===== src/rtl/cpu_fetch_stage_pkg.sv =====
// Shared constants for the instruction-fetch slice of the core.
package cpu_fetch_stage_pkg;

    localparam logic [31:0] DEF_RESET_PC = 32'hBFC0_0000;
    localparam logic [31:0] PC_STEP      = 32'd4;
    localparam logic [31:0] NOP          = 32'h0000_0000;

endpackage


===== src/rtl/fetch_inst_buffer.sv =====
// Holds the fetched word while ID stalls, since the SRAM output
// is only guaranteed for one cycle after a request.
module fetch_inst_buffer
    import cpu_fetch_stage_pkg::*;
(
    input  logic        clk,
    input  logic        rst,
    input  logic        capture,
    input  logic        buf_release,
    input  logic [31:0] rdata,
    output logic [31:0] inst
);

    logic        buf_valid;
    logic [31:0] inst_buf;

    always_ff @(posedge clk or posedge rst) begin
        if (rst) begin
            buf_valid <= 1'b0;
            inst_buf  <= NOP;
        end else if (buf_release) begin
            buf_valid <= 1'b0;
        end else if (capture && !buf_valid) begin
            buf_valid <= 1'b1;
            inst_buf  <= rdata;
        end
    end

    assign inst = buf_valid ? inst_buf : rdata;

endmodule


===== src/rtl/cpu_fetch_stage.sv =====
// Instruction-fetch stage: next-PC selection, inst SRAM request,
// and redirect capture while ID back-pressures.
module cpu_fetch_stage
    import cpu_fetch_stage_pkg::*;
#(
    parameter logic [31:0] RESET_PC = DEF_RESET_PC
) (
    input  logic        clk,
    input  logic        rst,
    input  logic        br_taken,
    input  logic [31:0] br_target,
    input  logic        id_allow_in,
    output logic        inst_sram_en,
    output logic [3:0]  inst_sram_wen,
    output logic [31:0] inst_sram_addr,
    output logic [31:0] inst_sram_wdata,
    input  logic [31:0] inst_sram_rdata,
    output logic        if_valid,
    output logic [31:0] if_pc,
    output logic [31:0] if_inst
);

    logic        fs_valid;
    logic [31:0] fs_pc;
    logic        br_pend;
    logic [31:0] br_pend_target;
    logic        fs_allow_in;
    logic [31:0] next_pc;
    logic [31:0] buf_inst;

    assign fs_allow_in = !fs_valid || id_allow_in;

    // A fresh redirect overrides one already parked during a stall.
    assign next_pc = br_taken ? br_target
                   : br_pend  ? br_pend_target
                   : fs_pc + PC_STEP;

    always_ff @(posedge clk or posedge rst) begin
        if (rst) begin
            fs_valid       <= 1'b0;
            fs_pc          <= RESET_PC - PC_STEP;
            br_pend        <= 1'b0;
            br_pend_target <= 32'h0;
        end else if (fs_allow_in) begin
            fs_valid <= 1'b1;
            fs_pc    <= next_pc;
            br_pend  <= 1'b0;
        end else if (br_taken) begin
            br_pend        <= 1'b1;
            br_pend_target <= br_target;
        end
    end

    fetch_inst_buffer u_buf (
        .clk         (clk),
        .rst         (rst),
        .capture     (fs_valid && !fs_allow_in),
        .buf_release (fs_allow_in),
        .rdata       (inst_sram_rdata),
        .inst        (buf_inst)
    );

    assign inst_sram_en    = !rst && fs_allow_in;
    assign inst_sram_wen   = 4'b0000;
    assign inst_sram_addr  = next_pc;
    assign inst_sram_wdata = NOP;

    assign if_valid = fs_valid;
    assign if_pc    = fs_pc;
    assign if_inst  = rst ? NOP : buf_inst;

endmodule


===== config.mk =====
export PLATFORM = sky130hd
export DESIGN_NAME = cpu_fetch_stage
export DESIGN_NICKNAME = d
export VERILOG_FILES = /design/src/rtl/cpu_fetch_stage_pkg.sv /design/src/rtl/fetch_inst_buffer.sv /design/src/rtl/cpu_fetch_stage.sv
export SDC_FILE = /design/constraint.sdc
export NUM_CORES = 1
export LEC_CHECK = 0
export BUFFER_PORTS_ARGS = -buffer_cell sky130_fd_sc_hd__buf_2
export CAP_MARGIN = 20
export CORE_MARGIN = 2
export CORE_UTILIZATION = 29
export DETAILED_ROUTE_END_ITERATION = 6
export PLACE_DENSITY = 0.6
export SYNTH_ARGS = -nofsm -noshare
export SYNTH_HDL_FRONTEND = slang
export SYNTH_SLANG_ARGS = --single-unit

===== constraint.sdc =====
create_clock -name clk -period 8.15 [get_ports clk]
set_clock_uncertainty 0.1 [all_clocks]
set_input_delay 0 -clock clk [delete_from_list [all_inputs] [get_ports clk]]
set_output_delay 0 -clock clk [all_outputs]
set_load 0.1 [all_outputs]

## Word level (Yosys, flattened, before mapping)

Cells that the tools add are included.

- $add $sub $neg: 1
- Mux-type cells: 8
- Bitwise operators: 1
- Reduce and logical (&&, ||, !) cells: 12

Operators with widths:

| kind | count |
|---|---|
| $mux 32 | 4 |
| $add 32x3->32 const B | 1 |
| $logic_not 1->1 | 4 |
| $mux 1 | 4 |
| $reduce_and 2->1 | 2 |
| $reduce_bool 2->1 | 2 |
| $logic_and 1x1->1 | 3 |
| $logic_or 1x1->1 | 1 |
| $not 1->1 | 1 |

- Register bits after elaboration: 99
- Output and inout bits: 134
- Word-level logic and storage cells: 28

## Longest topological paths before layout

Gate-level depths: netlist (run 1).

- Depth after elaboration: 7
- Mapped depth: 7
- Gate-level depth less buffers: 5

## Cells and area by module

From an unflattened synthesis (run 1), not the netlist that was laid out.

- Cells, all modules: 621
- Area total of the unflattened synthesis: 6,203.4 µm²

Modules (own cells, without submodules):

| module | instances | cells each | area an instance (µm²) |
|---|---|---|---|
| cpu_fetch_stage | 1 | 513 | 4,566.9 |
| fetch_inst_buffer | 1 | 108 | 1,636.6 |

## Worst setup path before layout (run 1)

Ideal clock, no wire load.

- Kind: reg2out
- Start: register fs_pc[4], in the netlist if_pc[4]
- End: output port inst_sram_addr[31]
- Arrival: 4.956 ns
- Required time: 8.050 ns
- Slack: 3.094 ns
- Stages on the path, launching flop included: 7
- Cells stage by stage: dfstp_2 > buf_6 > nand4_4 > nor4_1 > buf_2 > a21oi_1 > nor4_1

- Longest elaborated chain between the ends: 3

RTL lines:

| what | line | text |
|---|---|---|
| from (decl) | cpu_fetch_stage.sv:24 | `logic [31:0] fs_pc;` |
| from (signal assigned) | cpu_fetch_stage.sv:41 | `fs_pc <= RESET_PC - PC_STEP;` |
| from (signal assigned) | cpu_fetch_stage.sv:46 | `fs_pc <= next_pc;` |
| $add 32x3->32 | cpu_fetch_stage.sv:36 | `: fs_pc + PC_STEP;` |
| $mux 32 | cpu_fetch_stage.sv:35 | `: br_pend ? br_pend_target` |
| $mux 32 | cpu_fetch_stage.sv:34 | `assign next_pc = br_taken ? br_target` |
| to (decl) | cpu_fetch_stage.sv:15 | `output logic [31:0] inst_sram_addr,` |

No other way between the ends.

## Worst setup path in the final report (run 1)

- Start: register fs_pc[2], in the netlist if_pc[2]
- End: output port inst_sram_addr[30]

The elaborated chain is that of the path after synthesis.

==> results.tsv, run 1 <==
stage	metric	value	unit
final_layout	fin_nets	945	
final_layout	multiInputGateArea	0.003453	mm^2
final_layout	areaGrowthSynthToFinish	29.37	%
logic_synthesis	synthMuxAreaShare	19.11	%
worst_setup_path	critPathLaunchType	register	
logic_synthesis	synth_xor_area_share	1.372	%
grt	grt_pass1_vias	5522	
logic_synthesis	synth-async-reset-ratio	100.0	%
detailed_routing	drtAntennaViolNets	0	
logic_synthesis	yosys.area_share.adder	0.1960	%
logic_synthesis	netlist_area	0.006385	mm^2
final_layout	drive_above_1_share	35.30	%
place	dp_hpwl	13090	um
power	power.density	251.4	mW/mm^2
floorplanning	initial_core_util	29.44	%
timing	min_period	3.262	ns
floorplanning	die_x	152.4	um
cts	cts_tree	built	
timing	period_share	40.03	%
timing	hold_viol	21	
floorplanning	io_pins	202	
detailed_routing	firstDrtPassIters	6	
logic_synthesis	synth-main-ff-cell	dfrtp_1	
final_layout	nFillCells	2169	
power	power_leakage	3.611	nW
floorplanning	die_area	0.02322	mm^2
detailed_routing	wirelength	18970	um
logic_synthesis	synth_top_family_by_area	simple AND/OR/NAND/NOR gates	
detailed_routing	dr_total_vias	5747	
detailed_routing	post_drt_wl_per_cell	16.33	um
grt	global_route.usage.total	16.23	%
outcome	violations	hold timing	
place	gp_congestion	0.8489	
grt	grt_overflow	0	
cts	clock_sinks	99	
logic_synthesis	synthSimpleGateAreaFrac	20.36	%
timing	finalMaxSlewViolations	0	
timing	worst_pin_slew	0.9954	ns
timing	tns	0	ns
outcome	status	complete, but fails checks	
cts	cts_buffer_depth	2	
logic_synthesis	ys_warn_count	0	
floorplanning	fp.dieH	152.4	um
power	irDropWorstVdd	0.1393	mV
grt	grt_pass1_wl	30270	um
detailed_routing	viasPerCell	4.946	
detailed_routing	drc	0	
detailed_routing	drt-initial-drc-count	394	
worst_setup_path	path_class	register to output pin	
worst_setup_path	startpoint	if_pc[2]$_DFFE_PP1N_	
logic_synthesis	ys_seq_area_share	39.35	%
timing	timing.hold.ws	-0.03406	ns
cts	insertion_delay	0.35	ns
floorplanning	std_cell_rows	54	
run	drv_cap	0	
logic_synthesis	avgSynthCellArea	9.445	um^2
logic_synthesis	synth.distinct_cells	68	
worst_setup_path	cp_max_fo	9	
cts	htreeDepth	3	
grt	grt_start_max_net_pins	71	
logic_synthesis	synthTopCellsByArea	dfrtp_1 28%, mux2_2 13%, dfstp_2 12%, mux2i_1 6.6%, buf_4 4.2%	
cts	root_buffer	clkbuf_16	
floorplanning	coreArea	0.02169	mm^2
worst_setup_path	end_kind	output pin	
logic_synthesis	synth-edff-count	0	
cts	path_clk_slew	0.08	ns
final_layout	post-route-util	38.09	%
logic_synthesis	synth_top_area_share	27.83	%
place	io_buffers	165	
grt	antenna_found_initial	1	
worst_setup_path	worst_ep_required_time	8.05	ns
worst_setup_path	r2r_slack	5.50	ns
logic_synthesis	synth-seq-cells	99	
final_layout	regArea	0.002515	mm^2
cts	cts-buffers-inserted	9	
logic_synthesis	synth_cells	676	
worst_setup_path	cp.arrival	3.16	ns
logic_synthesis	synth-compound-area-share	10.70	%
worst_setup_path	r2r-start	if_pc[2]$_DFFE_PP1N_	
cts	cts_setup_buffers	0	
timing	rsz0062_at_grt	false	
timing	relSlewSlack	33.64	%
timing	setup_viol	0	
logic_synthesis	synth_top_area_cell	dfrtp_1	
worst_hold_path	hold_class	primary input to async pin	
timing	fmax	306.5	MHz
-- area by class of cell --
type	count	share of cell area, %
Antenna cell	1	0.03029
Clock buffer	11	2.817
Clock inverter	5	1.242
Inverter	16	0.7573
Multi-Input combinational cell	511	41.81
Sequential cell	99	30.45
Tap cell	280	4.241
Timing Repair Buffer	239	18.66
-- worst max-delay path, stage by stage (launching register included) --
cell and delay [ns]:
dfstp_2 0.60, ha_1 0.37, nand3_1 0.10, or4_1 0.56, or4_1 0.52, a31oi_1 0.17
buf_2 0.48
-- where the power goes --
| group | total (mW) | switching, mW | internal, mW |
|---|---|---|---|
| logic | 0.900 | 0.704 | 0.196 |
| registers | 0.678 | 0.0844 | 0.594 |
| clock network | 0.498 | 0.198 | 0.300 |
| total | 2.08 | 0.986 | 1.09 |
-- cells in the mapped netlist, types with 5 or more instances --
cell and number:
nor3_1 21, o211ai_1 5, dfrtp_1 71, clkbuf_1 32
nand2_1 58, a211oi_1 5, nand3b_1 6, buf_1 8
xor2_1 6, mux2i_1 42, buf_4 36, nand3_1 24
mux2_2 71, and3_1 13, nor2_1 51, a21oi_1 24
a31oi_1 6, nor4_1 13, nand4_1 16, inv_1 16
o21ai_0 31, dfstp_2 28, nor3b_1 8
-- cells by family after synthesis --
kind of cell | Yosys count
AOI/OAI and AO/OA | 105
DFF | 99
other | 2
xor gates and xnor gates | 10
buffers and inverters | 101
muxes | 113
adders and majority gates | 1
and+or+nand+nor | 245
-- per-stage QoR --
| step | instance area [um^2] | setup slack [ns] | power, mW | instances |
|---|---|---|---|---|
| finish | 8260 | 4.888 | 2.076 | 1162 |
| global route | 8260 | 4.731 | 2.170 | 1162 |
| CTS | 8258 | 4.892 | 2.093 | 1161 |
| detailed placement | 7282 | 5.277 | 1.564 | 1081 |
| global placement | 7282 | 5.317 | 1.556 | 1081 |
| floorplan | 6516 | 3.094 | 1.434 | 711 |
-- placed cells by master, fill, tap and decap left out, types with 8 or more instances in the layout --
cell / count
mux2i_1: 42
nor3b_1: 8
dfrtp_1: 69
nor2_1: 50
dfstp_2: 28
nand3_1: 24
dlygate4sd3_1: 64
buf_4: 10
inv_1: 15
buf_2: 165
conb_1: 37
nand4_1: 16
nor4_1: 12
a21oi_1: 24
and3_1: 13
nand2_1: 58
o21ai_0: 31
mux2_2: 71
nor3_1: 21
clkbuf_16: 9
-- registers in the layout (all words and copies together) (netlist names) --
register and cells:
br_pend_target 32, if_pc 32, u_buf.inst_buf 32, br_pend 1
if_valid 1, u_buf.buf_valid 1
-- routing by layer --
| layer | up-vias | global-route usage [%] | part of all wire [%] |
|---|---|---|---|
| met5 | - | 0 | 0 |
| met4 | 0 | 4.940 | 2.1 |
| met3 | 25 | 3.498 | 4.9 |
| met2 | 174 | 26.34 | 47 |
| met1 | 2774 | 21.72 | 46 |
| li1 | 2774 | - | - |
-- path summary, 6_finish.rpt --
check                                            endpoint  cells past startpoint
max                                    inst_sram_addr[30]                      6
max in group asynchronous     u_buf.buf_valid$_DFFE_PP0P_                      4
max reg2reg                         if_pc[26]$_DFFE_PP1N_                      5
min                        u_buf.inst_buf[14]$_DFFE_PP0P_                      3
min in group clk                    if_pc[31]$_DFFE_PP1N_                      5
min reg2reg                 br_pend_target[6]$_DFFE_PP0P_                      2
-- timing repair --
item,CTS,global route
hold endpoints to repair,80,0
gates resized for setup,0,0
hold buffers,64,0
Power figures use the tool's default switching activity.
==> run 2: changes to the inputs <==
==> constraint.sdc (replaced) <==
create_clock -name clk -period 3.05 [get_ports clk]
set_clock_uncertainty 0.1 [all_clocks]
set_input_delay 0 -clock clk [delete_from_list [all_inputs] [get_ports clk]]
set_output_delay 0 -clock clk [all_outputs]
set_load 0.1 [all_outputs]
==> results.tsv, run 2 (synthesis gave the netlist of run 1 again) <==
stage	metric	value	unit	change
timing	setup_viol	0		unchanged
power	power.switching	2.691	mW	+170%
grt	antenna_found_initial	0		-1
timing	finalMaxSlewViolations	0		unchanged
worst_hold_path	hold_class	primary input to register		
worst_setup_path	worst_ep_required_time	2.95	ns	-5.10 ns
grt	grt_start_max_net_pins	62		-13%
final_layout	layout_commonest_cell	buf_2		
worst_hold_path	min_from	id_allow_in		
cts	root_buffer	clkbuf_16		
power	p_int	2.884	mW	+160%
grt	grt_overflow	0		unchanged
cts	cts_tree	built		
cts	path_clk_slew	0.07	ns	about the same
cts	cts_buffer_depth	2		unchanged
final_layout	fin_area	0.008670	mm^2	+5.0%
grt	grt_pass1_wl	30140	um	-0.43%
power	power.density	643.1	mW/mm^2	+160%
power	pwr-share-clk	21.4	%	-2.6 points
worst_setup_path	critPathTopFamily	simple AND/OR/NAND/NOR gates		
grt	grt_pass1_vias	5522		unchanged
worst_setup_path	r2r_slack	0.54	ns	-4.96 ns
cts	htreeDepth	3		unchanged
final_layout	drive_above_1_share	37.84	%	+2.5 points
place	placed_cells	1087		+0.56%
worst_setup_path	path_class	register to output pin		
place	gp_congestion	0.8225		-3.1%
power	combPwrFrac	45.7	%	+2.4 points
grt	global_route.usage.total	16.20	%	-0.030 points
power	irDropWorstVdd	0.3735	mV	+170%
worst_setup_path	path_cells	ha_1, nand3_1, or4_4, or4_1, a31oi_4, buf_12		
worst_setup_path	crit_path_max_incr_delay	0.66	ns	+0.06 ns
detailed_routing	drtAntennaViolNets	0		unchanged
detailed_routing	wirelength	19480	um	+2.7%
worst_setup_path	end_kind	output pin		
worst_setup_path	r2r-start	if_pc[9]$_DFFE_PP1N_		
power	power_leakage	3.749	nW	+3.8%
timing	rsz0062_at_grt	false		
floorplanning	die_x	152.4	um	unchanged
final_layout	antenna_cells	0		-1
final_layout	areaGrowthSynthToFinish	35.78	%	
final_layout	final_cell_mix	151 x buf_2, 71 x mux2_2, 68 x dfrtp_1		
timing	worst_pin_slew	0.9809	ns	-0.01454 ns
outcome	status	finished clean		
worst_setup_path	critPathLaunchType	register		
power	switching_share	48.27	%	+0.77 points
worst_setup_path	path_buf_inv	1		unchanged
power	p_seq_share	32.9	%	+0.2 points
worst_setup_path	startpoint	if_pc[2]$_DFFE_PP1N_		
place	dpl_cell_area	0.007716	mm^2	+6.0%
timing	hold_viol	0		-100%
worst_setup_path	critPathSlowestCell	dfstp_4		
timing	fmax	337.5	MHz	
run	drv_cap	0		unchanged
cts	cts-buffers-inserted	9		unchanged
detailed_routing	firstDrtPassIters	5		-1
floorplanning	initial_core_util	29.44	%	unchanged
final_layout	instances_no_fill	1168		+0.52%
floorplanning	std_cell_rows	54		unchanged
detailed_routing	post_drt_wl_per_cell	16.68	um	+2.2%
detailed_routing	dr_total_vias	5911		+2.9%
final_layout	fin_nets	952		+0.74%
place	io_buffers	165		unchanged
cts	insertion_delay	0.36	ns	about the same
detailed_routing	drt-initial-drc-count	296		-25%
worst_setup_path	cp.arrival	2.86	ns	-0.30 ns
timing	relSlewSlack	34.61	%	+0.97 points
floorplanning	fp.dieH	152.4	um	unchanged
floorplanning	die_area	0.02322	mm^2	unchanged
floorplanning	coreArea	0.02169	mm^2	unchanged
cts	clock_sinks	99		unchanged
cts	cts_setup_buffers	0		unchanged
place	dp_hpwl	13580	um	+3.8%
detailed_routing	drc	0		unchanged
detailed_routing	viasPerCell	5.061		+2.3%
timing	min_period	2.963	ns	
timing	period_share	97.14	%	
floorplanning	io_pins	202		unchanged
worst_setup_path	cp_max_fo	8		-1
-- run 2: changes by cell type in the layout (fill, tap and decap cells not counted), moves of 3 or more --
cell / delta
buf_12: +14
buf_2: -14
dfstp_2: -10
dfstp_4: +10
o21ai_0: -7
buf_4: +5
o21ai_1: +5
nor3_1: -3
-- run 2: path summary, 6_finish.rpt --
check | cells past startpoint | endpoint
worst max-delay path | 6 | inst_sram_addr[30]
max in group asynchronous | 4 | if_pc[25]$_DFFE_PP1N_
worst min register to register | 2 | br_pend_target[5]$_DFFE_PP0P_
min in group asynchronous | 3 | u_buf.inst_buf[3]$_DFFE_PP0P_
worst max register to register | 4 | if_pc[23]$_DFFE_PP1N_
worst min-delay path | 3 | br_pend$_DFFE_PP0P_
-- run 2: power by group through the flow --
stage	clock (mW)	combinational [mW]	sequential (mW)
after floorplan	0	1.61	2.29
after global placement	0	2.48	1.83
after detailed placement	0	2.49	1.85
after CTS	1.24	2.56	1.83
after global routing	1.29	2.66	1.87
final	1.19	2.55	1.83
-- run 2: layout make-up --
class,count,area (um^2)
clock buffers,11,242.7
repair buffers,246,1807
fillers,2181,13020
multi-input cells,511,3600
clock inverters,5,53.80
inverters,16,62.56
well taps,280,350.3
flip-flops and latches,99,2554
-- run 2: worst register-to-register path, delay by kind of cell, from the launching register on --
family / cells / cell delay (ns)
AOI/OAI and AO/OA: 2 / 0.76
and+or+nand+nor: 2 / 0.87
DFF: 1 / 0.66
-- run 2: what timing repair did --
action / 4_1_cts / 5_1_grt
endpoints found under the setup margin: 1 / 1
resized for setup: 1 / 1
endpoints found under the hold margin: 119 / 0
gates cloned: 0 / 0
hold buffers: 65 / 0
-- run 2: layer usage --
layer	global-route usage, %	part of all wire, %	up-vias
li1	-	-	2800
met1	21.55	45	2868
met2	25.50	47	200
met3	2.617	5.2	43
met4	8.233	3.6	0
met5	0	0	-
-- run 2: per-stage QoR --
stage	setup slack (ns)	hold WS (ns)	TNS, ns	utilization [%]	power (mW)
3_5_place_dp	0.3811	0.1478	0	35.58	4.340
3_3_place_gp	0.4325	0.1479	0	35.58	4.315
4_1_cts	0.04837	0.1224	0	39.96	5.627
2_1_floorplan	-0.1866	0.05058	-0.1866	-	3.896
6_report	0.08718	0.1205	0	39.97	5.575
5_1_grt	0.03236	0.1506	0	39.97	5.817
==> run 3: changes to the inputs <==
--- a/config.mk
+++ b/config.mk
@@ -5,12 +5,13 @@
 export SDC_FILE = /design/constraint.sdc
 export NUM_CORES = 1
 export LEC_CHECK = 0
+export ABC_AREA = 1
 export BUFFER_PORTS_ARGS = -buffer_cell sky130_fd_sc_hd__buf_2
 export CAP_MARGIN = 20
 export CORE_MARGIN = 2
 export CORE_UTILIZATION = 29
 export DETAILED_ROUTE_END_ITERATION = 6
-export PLACE_DENSITY = 0.6
+export PLACE_DENSITY = 0.61
 export SYNTH_ARGS = -nofsm -noshare
 export SYNTH_HDL_FRONTEND = slang
 export SYNTH_SLANG_ARGS = --single-unit
==> results.tsv, run 3 <==
stage	metric	value	unit	change
outcome	status	finished clean		
grt	grt_pass1_wl	28290	um	-6.1%
worst_setup_path	r2r-start	if_valid$_DFFE_PP0N_		
worst_setup_path	end_kind	output pin		
timing	setup_viol	0		unchanged
worst_setup_path	worst_ep_required_time	2.95	ns	about the same
floorplanning	std_cell_rows	52		-3.7%
cts	path_clk_slew	0.07	ns	about the same
worst_hold_path	min_from	br_taken		
logic_synthesis	avgSynthCellArea	7.418	um^2	-21%
final_layout	areaGrowthSynthToFinish	35.55	%	
worst_setup_path	critPathLaunchType	register		
worst_setup_path	startpoint	if_pc[3]$_DFFE_PP1N_		
place	dp_hpwl	12530	um	-7.8%
grt	antenna_found_initial	0		unchanged
timing	period_share	86.15	%	-11 points
detailed_routing	wl_met3	1028	um	+2.0%
grt	grt_start_max_net_pins	66		+6.5%
floorplanning	die_area	0.02207	mm^2	-4.9%
final_layout	post-route-util	40.34	%	+0.37 points
worst_setup_path	cp.arrival	2.53	ns	-0.33 ns
timing	tns	0	ns	unchanged
grt	global_route.usage.total	16.11	%	-0.085 points
place	gp_congestion	0.8691		+5.7%
place	placed_cells	1224		+13%
place	pre_cts_ws	0.8117	ns	+0.4306 ns
logic_synthesis	synth-seq-cells	99		unchanged
power	power.density	626.2	mW/mm^2	-2.6%
worst_setup_path	reg2reg_depth	6		+2
timing	timing.hold.ws	0.1201	ns	-0.0004390 ns
grt	grt_overflow	0		unchanged
logic_synthesis	synth-main-ff-cell	dfrtp_1		
logic_synthesis	synth-async-reset-ratio	100.0	%	unchanged
floorplanning	initial_core_util	29.76	%	+0.32 points
logic_synthesis	synth_cells	817		+21%
logic_synthesis	netlist_area	0.006061	mm^2	-5.1%
final_layout	drive_above_1_share	28.09	%	-9.7 points
logic_synthesis	ys_seq_area_share	41.45	%	+2.1 points
cts	cts_buffer_depth	2		unchanged
detailed_routing	top_layer	met4		
detailed_routing	drt-initial-drc-count	421		+42%
logic_synthesis	synth_top_area_cell	dfrtp_1		
final_layout	instances_no_fill	1306		+12%
logic_synthesis	synthTopCellsByArea	dfrtp_1 29%, nand2_1 16%, dfstp_2 12%, o21ai_0 6.4%, nor2_1 4.9%		
final_layout	final_cell_mix	253 x nand2_1, 152 x buf_2, 79 x nor2_1		
timing	relSlewSlack	44.95	%	+10 points
cts	insertion_delay	0.35	ns	about the same
cts	htreeDepth	3		unchanged
power	power_leakage	4.241	nW	+13%
logic_synthesis	ys_warn_count	0		unchanged
worst_hold_path	holdPathEnd	if_pc[3]$_DFFE_PP1N_		
cts	root_buffer	clkbuf_16		
final_layout	layout_commonest_cell	nand2_1		
floorplanning	io_pins	202		unchanged
worst_setup_path	r2r_slack	1.02	ns	+0.48 ns
timing	fmax	380.6	MHz	+13%
floorplanning	die_x	148.6	um	-2.5%
place	dpl_cell_area	0.007247	mm^2	-6.1%
logic_synthesis	synth_common_cells	254 x nand2_1, 79 x nor2_1, 77 x o21ai_0		
logic_synthesis	synth.distinct_cells	33		-51%
worst_setup_path	reg2reg_to	br_pend_target[9]$_DFFE_PP0P_		
detailed_routing	drtAntennaViolNets	0		unchanged
worst_hold_path	worstHoldPathCells	5		+2
detailed_routing	viasPerCell	4.464		-12%
timing	rsz0062_at_grt	false		
detailed_routing	wl_met2	8171	um	-10%
power	power	5.145	mW	-7.7%
power	irDropWorstVdd	0.2968	mV	-21%
cts	cts_tree	built		
cts	cts-buffers-inserted	9		unchanged
detailed_routing	drc	0		unchanged
detailed_routing	wirelength	17890	um	-8.2%
final_layout	fin_area	0.008215	mm^2	-5.2%
worst_hold_path	hold_class	primary input to register		
final_layout	nFillCells	2076		-4.8%
timing	hold_viol	0		unchanged
detailed_routing	wl_met1	8143	um	-6.2%
place	io_buffers	165		unchanged
logic_synthesis	synth.most_common_cell	nand2_1		
detailed_routing	firstDrtPassIters	4		-1
floorplanning	coreArea	0.02036	mm^2	-6.1%
final_layout	fin_nets	1100		+16%
timing	finalWorstSetupSlack	0.4225	ns	+0.3354 ns
detailed_routing	post_drt_wl_per_cell	13.70	um	-18%
final_layout	antenna_cells	0		unchanged
logic_synthesis	synth-edff-count	0		unchanged
run	drv_cap	0		unchanged
worst_setup_path	path_class	register to output pin		
timing	finalMaxSlewViolations	0		unchanged
floorplanning	fp.dieH	148.6	um	-2.5%
cts	clock_sinks	99		unchanged
logic_synthesis	synth_top_area_share	29.31	%	+1.5 points
timing	min_period	2.627	ns	-0.3354 ns
worst_setup_path	cp_max_fo	5		-3
detailed_routing	dr_total_vias	5830		-1.4%
grt	grt_pass1_vias	5448		-1.3%
timing	worst_pin_slew	0.8228	ns	-0.1581 ns
run 3: cell count changes after synthesis, sizes merged, moves of 10 or more:
cell    change
nand2     +206
inv        +52
o21ai      +47
mux2       -45
mux2i      -42
nor2       +42
nor3       -21
a21oi      +19
nand4      -19
nand3      +15
and3       -14
nor4       -14
a22oi      +10
clkbuf     -10
run 3: where the power goes:
part           internal [mW]  switching [mW]
clock                  0.667           0.546
sequential              1.55           0.162
combinational          0.472            1.74
run 3: cells by family (layout without fill, tap and decap cells):
family,after synthesis,count (layout),share of synthesized area (%)
and+or+nand+nor,398,398,28.01
buffers and inverters,144,328,11.71
AOI/OAI and AO/OA,139,139,12.39
DFF,99,99,41.45
muxes,26,26,4.831
xor gates and xnor gates,8,8,1.280
other,2,37,0.1239
adders and majority gates,1,1,0.2064
run 3: per-layer routing:
layer	up-vias	GRT usage (%)
met5	-	0
met4	0	5.810
met3	32	3.190
met2	191	25.39
met1	2664	22.04
li1	2943	-
run 3: cell type report:
| class | instances | area, um^2 | area share (%) |
|---|---|---|---|
| Tap cell | 270 | 337.8 | 4.112 |
| Clock inverter | 6 | 68.82 | 0.8376 |
| Multi-Input combinational cell | 609 | 3028 | 36.86 |
| Sequential cell | 99 | 2512 | 30.58 |
| Timing Repair Buffer | 242 | 1764 | 21.47 |
| Clock buffer | 10 | 239.0 | 2.909 |
| Inverter | 70 | 265.3 | 3.229 |
run 3: worst max path at each step:
stage,cells after the start,slack [ns],endpoint
6_report,9,0.42,inst_sram_addr[16]
4_1_cts,9,0.42,inst_sram_addr[16]
3_5_place_dp,9,0.81,inst_sram_addr[16]
2_1_floorplan,5,0.04,if_pc[3]$_DFFE_PP1N_
5_1_grt,9,0.33,inst_sram_addr[16]
3_3_place_gp,9,0.84,inst_sram_addr[16]
run 3: timing repair:
item,CTS,global route
gates resized for setup,0,0
hold buffers,66,0
endpoints found under the hold margin,127,0
buffers inserted,0,0
run 3: worst max-delay path, stage by stage, from the launching register on:
cell	delay, ns
dfstp_2	0.57
ha_1	0.20
nand2_2	0.11
nor2_8	0.15
nand2_4	0.09
nor2_4	0.18
xor2_1	0.16
nand2_1	0.10
a21boi_2	0.17
buf_2	0.44
